$ cat config.mk
export PLATFORM = sky130hd
export DESIGN_NAME = lsu_axil
export DESIGN_NICKNAME = d
export VERILOG_FILES = /design/src/rtl/lsu_axil.sv
export SDC_FILE = /design/constraint.sdc
export NUM_CORES = 1
export LEC_CHECK = 0
export CAP_MARGIN = 20
export CORE_AREA = 2 2 123 125
export DETAILED_ROUTE_END_ITERATION = 10
export DIE_AREA = 0 0 125 127
export PLACE_DENSITY = 0.79
export SLEW_MARGIN = 20
export SYNTH_ARGS = -nofsm -noshare
export SYNTH_HDL_FRONTEND = slang
export SYNTH_SLANG_ARGS = --single-unit
$ cat constraint.sdc
create_clock -name clk -period 2.2 [get_ports clk]
set_clock_uncertainty 0.1 [all_clocks]
set_input_delay 0.44 -clock clk [delete_from_list [all_inputs] [get_ports clk]]
set_output_delay 0.44 -clock clk [all_outputs]
set_load 0.02 [all_outputs]
$ cat src/rtl/lsu_axil.sv
// lsu_axil: single-outstanding RV32 load/store unit with an AXI4-Lite master port
// Requests from execute (req_*) are checked and then issued as one AXI-Lite read or write.
// The result goes back to writeback on resp_*: loads are aligned and extended, stores return 0.
// Bus side: m_ar*/m_r* carry reads; m_aw*/m_w*/m_b* carry writes.
// Bus addresses are word aligned; m_wstrb selects the byte lanes.
// Optional: define LSU_TRACE_EN to print one mtrace line per response handshake.
module lsu_axil #(
  parameter int ADDR_W = 32,
  parameter int DATA_W = 32
) (
  input  logic              clk,
  input  logic              rst,
  input  logic              req_valid,
  output logic              req_ready,
  input  logic              req_wen,
  input  logic [ADDR_W-1:0] req_addr,
  input  logic [DATA_W-1:0] req_wdata,
  input  logic [2:0]        req_funct3,
  output logic              resp_valid,
  input  logic              resp_ready,
  output logic [DATA_W-1:0] resp_rdata,
  output logic              resp_err,
  output logic              m_arvalid,
  input  logic              m_arready,
  output logic [ADDR_W-1:0] m_araddr,
  input  logic              m_rvalid,
  output logic              m_rready,
  input  logic [DATA_W-1:0] m_rdata,
  input  logic [1:0]        m_rresp,
  output logic              m_awvalid,
  input  logic              m_awready,
  output logic [ADDR_W-1:0] m_awaddr,
  output logic              m_wvalid,
  input  logic              m_wready,
  output logic [DATA_W-1:0] m_wdata,
  output logic [3:0]        m_wstrb,
  input  logic              m_bvalid,
  output logic              m_bready,
  input  logic [1:0]        m_bresp
);
  typedef enum logic [2:0] {IDLE, RD_A, RD_D, WR, WR_B, RESP} state_t;
  state_t r_state, w_next;
  logic [2:0] r_f3;
  logic [1:0] r_lane;
  logic w_acc, w_err;
  logic [ADDR_W-1:0] w_baddr;
  logic [DATA_W-1:0] w_shift, w_ext, w_wdata;
  logic [3:0] w_wstrb;
  // loads reject 011/11x; stores accept only 000/001/010
  always_comb begin
    w_err = (req_wen ? (req_funct3[2] | &req_funct3[1:0]) : (&req_funct3[1:0] | &req_funct3[2:1]))
          | (req_funct3[1:0] == 2'b01 & req_addr[0])
          | (req_funct3[1:0] == 2'b10 & |req_addr[1:0]);
    w_baddr = {req_addr[ADDR_W-1:2], 2'b00};
    w_wdata = req_funct3[1:0] == 2'b00 ? {4{req_wdata[7:0]}} :
              req_funct3[1:0] == 2'b01 ? {2{req_wdata[15:0]}} : req_wdata;
    w_wstrb = req_funct3[1:0] == 2'b00 ? 4'b0001 << req_addr[1:0] :
              req_funct3[1:0] == 2'b01 ? 4'b0011 << req_addr[1:0] : 4'b1111;
    // funct3[2] marks the unsigned variants, which suppress sign fill
    w_shift = m_rdata >> {r_lane, 3'b000};
    w_ext   = r_f3[1:0] == 2'b00 ? {{24{~r_f3[2] & w_shift[7]}}, w_shift[7:0]} :
              r_f3[1:0] == 2'b01 ? {{16{~r_f3[2] & w_shift[15]}}, w_shift[15:0]} : w_shift;
  end
  always_comb begin
    w_next     = r_state;
    w_acc      = 1'b0;
    req_ready  = 1'b0;
    resp_valid = 1'b0;
    m_rready   = 1'b0;
    m_bready   = 1'b0;
    case (r_state)
      IDLE: begin
        req_ready = 1'b1;
        w_acc     = req_valid;
        if (req_valid) w_next = w_err ? RESP : req_wen ? WR : RD_A;
      end
      RD_A: if (m_arready) w_next = RD_D;
      RD_D: begin
        m_rready = 1'b1;
        if (m_rvalid) w_next = RESP;
      end
      // each channel is done once its valid has dropped or it handshakes now
      WR: if ((~m_awvalid | m_awready) & (~m_wvalid | m_wready)) w_next = WR_B;
      WR_B: begin
        m_bready = 1'b1;
        if (m_bvalid) w_next = RESP;
      end
      RESP: begin
        resp_valid = 1'b1;
        if (resp_ready) w_next = IDLE;
      end
      default: w_next = IDLE;
    endcase
  end
  always_ff @(posedge clk) begin
    if (rst) begin
      r_state    <= IDLE;
      r_f3       <= '0;
      r_lane     <= '0;
      resp_rdata <= '0;
      resp_err   <= 1'b0;
      m_arvalid  <= 1'b0;
      m_araddr   <= '0;
      m_awvalid  <= 1'b0;
      m_awaddr   <= '0;
      m_wvalid   <= 1'b0;
      m_wdata    <= '0;
      m_wstrb    <= '0;
    end else begin
      r_state <= w_next;
      if (w_acc) begin
        r_f3   <= req_funct3;
        r_lane <= req_addr[1:0];
        if (w_err) begin
          resp_err   <= 1'b1;
          resp_rdata <= '0;
        end else if (req_wen) begin
          m_awvalid <= 1'b1;
          m_wvalid  <= 1'b1;
          m_awaddr  <= w_baddr;
          m_wdata   <= w_wdata;
          m_wstrb   <= w_wstrb;
        end else begin
          m_arvalid <= 1'b1;
          m_araddr  <= w_baddr;
        end
      end
      if (m_arvalid & m_arready) m_arvalid <= 1'b0;
      if (m_awvalid & m_awready) m_awvalid <= 1'b0;
      if (m_wvalid & m_wready) m_wvalid <= 1'b0;
      if (m_rvalid & m_rready) begin
        resp_err   <= |m_rresp;
        resp_rdata <= |m_rresp ? '0 : w_ext;
      end
      if (m_bvalid & m_bready) begin
        resp_err   <= |m_bresp;
        resp_rdata <= '0;
      end
    end
  end
`ifdef LSU_TRACE_EN
  logic r_wen;
  logic [ADDR_W-1:0] r_addr;
  always_ff @(posedge clk) begin
    if (rst) begin
      r_wen  <= 1'b0;
      r_addr <= '0;
    end else begin
      if (w_acc) begin
        r_wen  <= req_wen;
        r_addr <= req_addr;
      end
      if (resp_valid & resp_ready)
        $display("mtrace: %s addr=%08x data=%08x strb=%b err=%b", r_wen ? "W" : "R", r_addr,
                 r_wen ? m_wdata : resp_rdata, r_wen ? m_wstrb : 4'b0000, resp_err);
    end
  end
`endif
endmodule

==> flow_metrics.tcl <==
set metrics [dict create \
    status "complete, no violations" \
    syn_to_final_growth_pct 56.6 \
    crit_path_top_delay_cell "clkdlybuf4s50_1" \
    fp-row-count 44 \
    die_y_um 127 \
    crit_start "req_addr[0]" \
    timing.slew.headroom_pct 60.9 \
    post-route-min-period_ns 2.12 \
    finalWorstSetupSlack_ns 0.0768 \
    wl_per_cell_um 17.7 \
    critPathRequiredTime_ns 2.40 \
    place_congestion 0.828 \
    report.final.slew_viol_count 0 \
    crit-reg2reg-launch "r_state[1]" \
    pin_count 253 \
    cts_max_level 4 \
    vdd_ir_drop_max_v 0.000532 \
    max_freq_mhz 471 \
    dp_hpwl_um 13800 \
    crit_path_end "resp_rdata[19]" \
    wl_um 20300 \
    worst-setup-path-type "in2reg" \
    grt.total_usage_pct 24.3 \
    antenna_found_initial 0 \
    drive_gt1_share_pct 9.46 \
    grt_overflow 0 \
    final_common_cell "clkdlybuf4s50_1" \
    grt_max_degree 109 \
    p_sw_mw 2.19 \
    p_leak_nw 3.69 \
    avgSynthCellArea_um2 8.80 \
    synthFlopType "dfxtp_1" \
    fp.dieArea_mm2 0.0159 \
    finalPower_mw 7.63 \
    finalCritPeriodShare_pct 96.5 \
    syn_area_mm2 0.00613 \
    swShare_pct 28.7 \
    ys_seq_area_share_pct 45.7 \
    ys_top_cells_by_area "dfxtp_1 46%, mux2i_1 10%, nand2_1 8.6%, a21oi_1 5.9%, nor2_1 3.7%" \
    r2r_setup_slack_ns 0.29 \
    path_cells "clkdlybuf4s50_1, inv_1, ha_4, nor2b_1, o21ai_2, buf_4, and2_4, nor4_4, buf_4, clkbuf_16, a22o_1" \
    p_int_mw 5.44 \
    r2r_end "m_wdata[28]" \
    r2r.worst_path.cells 7 \
    arrival_ns 2.33 \
    powerDensity_mw_per_mm2 794 \
    cap_violations 0 \
    clkPwrFrac_pct 39.7 \
    clock_sinks 140 \
    clock_latency_ns 0.41 \
    p_comb_share_pct 24.2 \
    grt_pass1_wl_um 30700 \
    cp-end-kind "flop" \
    worstMarginPinSlew_ns 0.584 \
    dr.pass1.iters 4 \
    yosysWarnings 0 \
    hold_depth 3 \
    yosysTopAreaCell "dfxtp_1" \
    holdCritPathClass "in2reg" \
    cts_root_buf "clkbuf_16" \
    dp_slack_ns -0.392 \
    nNetsFinal 1067 \
    fp.dieW_um 125 \
    numCtsBuffers 17 \
    yosysUniqueCellTypes 48 \
    final_cell_mix "243 x clkdlybuf4s50_1, 140 x nand2_1, 140 x dfxtp_1" \
    ant_nets 0 \
    pwr-share-seq_pct 36.2 \
    setup.worst_path.start_class "input port" \
    grt_pass1_vias 5802 \
    synthCells 697 \
    coreArea_mm2 0.0144 \
    synth-seq-cells 140 \
    drtIter0Drc 400 \
    start_util_pct 42.5 \
    hp-start "rst" \
    setup_viol 0 \
    synth-edff-count 0 \
    ys_async_sr_fraction_pct 0 \
    antennaDiodeCount 0 \
    vias 5980 \
    hold_viol_final 0 \
    path_common_cell "buf_4" \
    synth_top_area_share_pct 45.7 \
    portBuffers 248 \
    cts_buffer_depth 2 \
    cts_tree "yes" \
    drc_errors 0 \
    critical_path.max_stage_delay_ns 0.48 \
    clk_pin_slew_worst_paths_ns 0.06 \
    via_per_inst 5.22 \
    path_max_fanout 16 \
    holdWs_ns 0.339 \
]
-- logic make-up (layout without fill, tap and decap cells) --
group	count (synthesis)	count (layout)	share of synthesized area, %
AOI/OAI and AO/OA	177	177	18.4
buffers and inverters	65	327	6.40
muxes	66	66	11.1
other	1	4	0.0611
DFF	140	140	45.7
xor gates and xnor gates	1	1	0.143
and+or+nand+nor	243	243	17.4
adders and majority gates	4	4	0.816
-- per-layer routing --
layer / up-vias / wire length (µm) / GRT usage [%]
met3: 25 / 1960 / 9.97
met2: 242 / 9720 / 40.4
met5: - / 0 / 0
met1: 2786 / 8300 / 28.5
met4: 0 / 367 / 8.69
li1: 2927 / - / -
-- power groups by stage --
| stage | combinational, mW | clock, mW | sequential (mW) |
|---|---|---|---|
| 3_5_place_dp | 1.78 | 0 | 2.81 |
| 6_report | 1.84 | 3.02 | 2.76 |
| 2_1_floorplan | 0.961 | 0 | 2.88 |
| 3_3_place_gp | 1.77 | 0 | 2.81 |
| 5_1_grt | 2.00 | 3.17 | 2.77 |
| 4_1_cts | 1.77 | 3.06 | 2.76 |
-- metrics by stage --
step / TNS, ns / area, µm² / util [%] / cells
after CTS: 0 / 9470 / 65.6 / 1139
after global placement: -35.19 / 8850 / 61.3 / 1108
after floorplan: 0 / 6150 / - / 700
after global routing: -0.000488 / 9610 / 66.6 / 1146
after detailed placement: -37.24 / 8850 / 61.3 / 1108
final: 0 / 9610 / 66.6 / 1146
-- state kept, by name, summed over array words and instances (netlist names) --
signal and cells:
r_state 3, r_lane 2, resp_rdata 32, m_awvalid 1, m_wdata 32, r_f3 3, m_wvalid 1, m_wstrb 4
m_awaddr 30, resp_err 1, m_arvalid 1, m_araddr 30
-- cell type report --
type	instances	area [µm²]
Sequential cell	140	2800
Tap cell	184	230
Inverter	4	15.0
Fill cell	1148	4820
Timing Repair Buffer	292	2960
Multi-Input combinational cell	495	2980
Clock buffer	17	425
Clock inverter	14	194
-- cells in the mapped netlist, types with 5 or more instances --
master    instances
a22o_1           24
nor2b_1          13
dfxtp_1         140
nand2b_1          5
a21oi_1          72
buf_6            15
a32o_1            7
buf_2             8
nand2_1         140
nor3_1            8
mux2i_1          63
clkbuf_1         27
buf_4             7
o21ai_0          37
a311oi_1          9
nor2_1           60
a211oi_1         17
-- worst max-delay path, delay by kind of cell --
family                   cells  cell delay, ns
buffers and inverters        5            1.02
AO/OA/AOI/OAI                2            0.36
AND/OR/NAND/NOR              3            0.31
adder cells (fa/ha/maj)      1            0.18
-- what timing repair did --
item	CTS	global route
endpoints found under the hold margin	0	0
buffers inserted	0	3
endpoints found under the setup margin	6	64
pin swaps	0	4
hold buffers	0	0
cloned	0	4
resized for setup	6	4
-- how the worst min path moves through the flow --
stage	endpoint	slack [ns]
after floorplan	r_f3[2]	0.35
after global placement	m_awaddr[13]	0.34
after detailed placement	m_awaddr[16]	0.35
after CTS	resp_rdata[7]	0.33
after global routing	resp_rdata[7]	0.35
final	resp_rdata[7]	0.34
No activity file was read; power rests on OpenSTA's default activity.
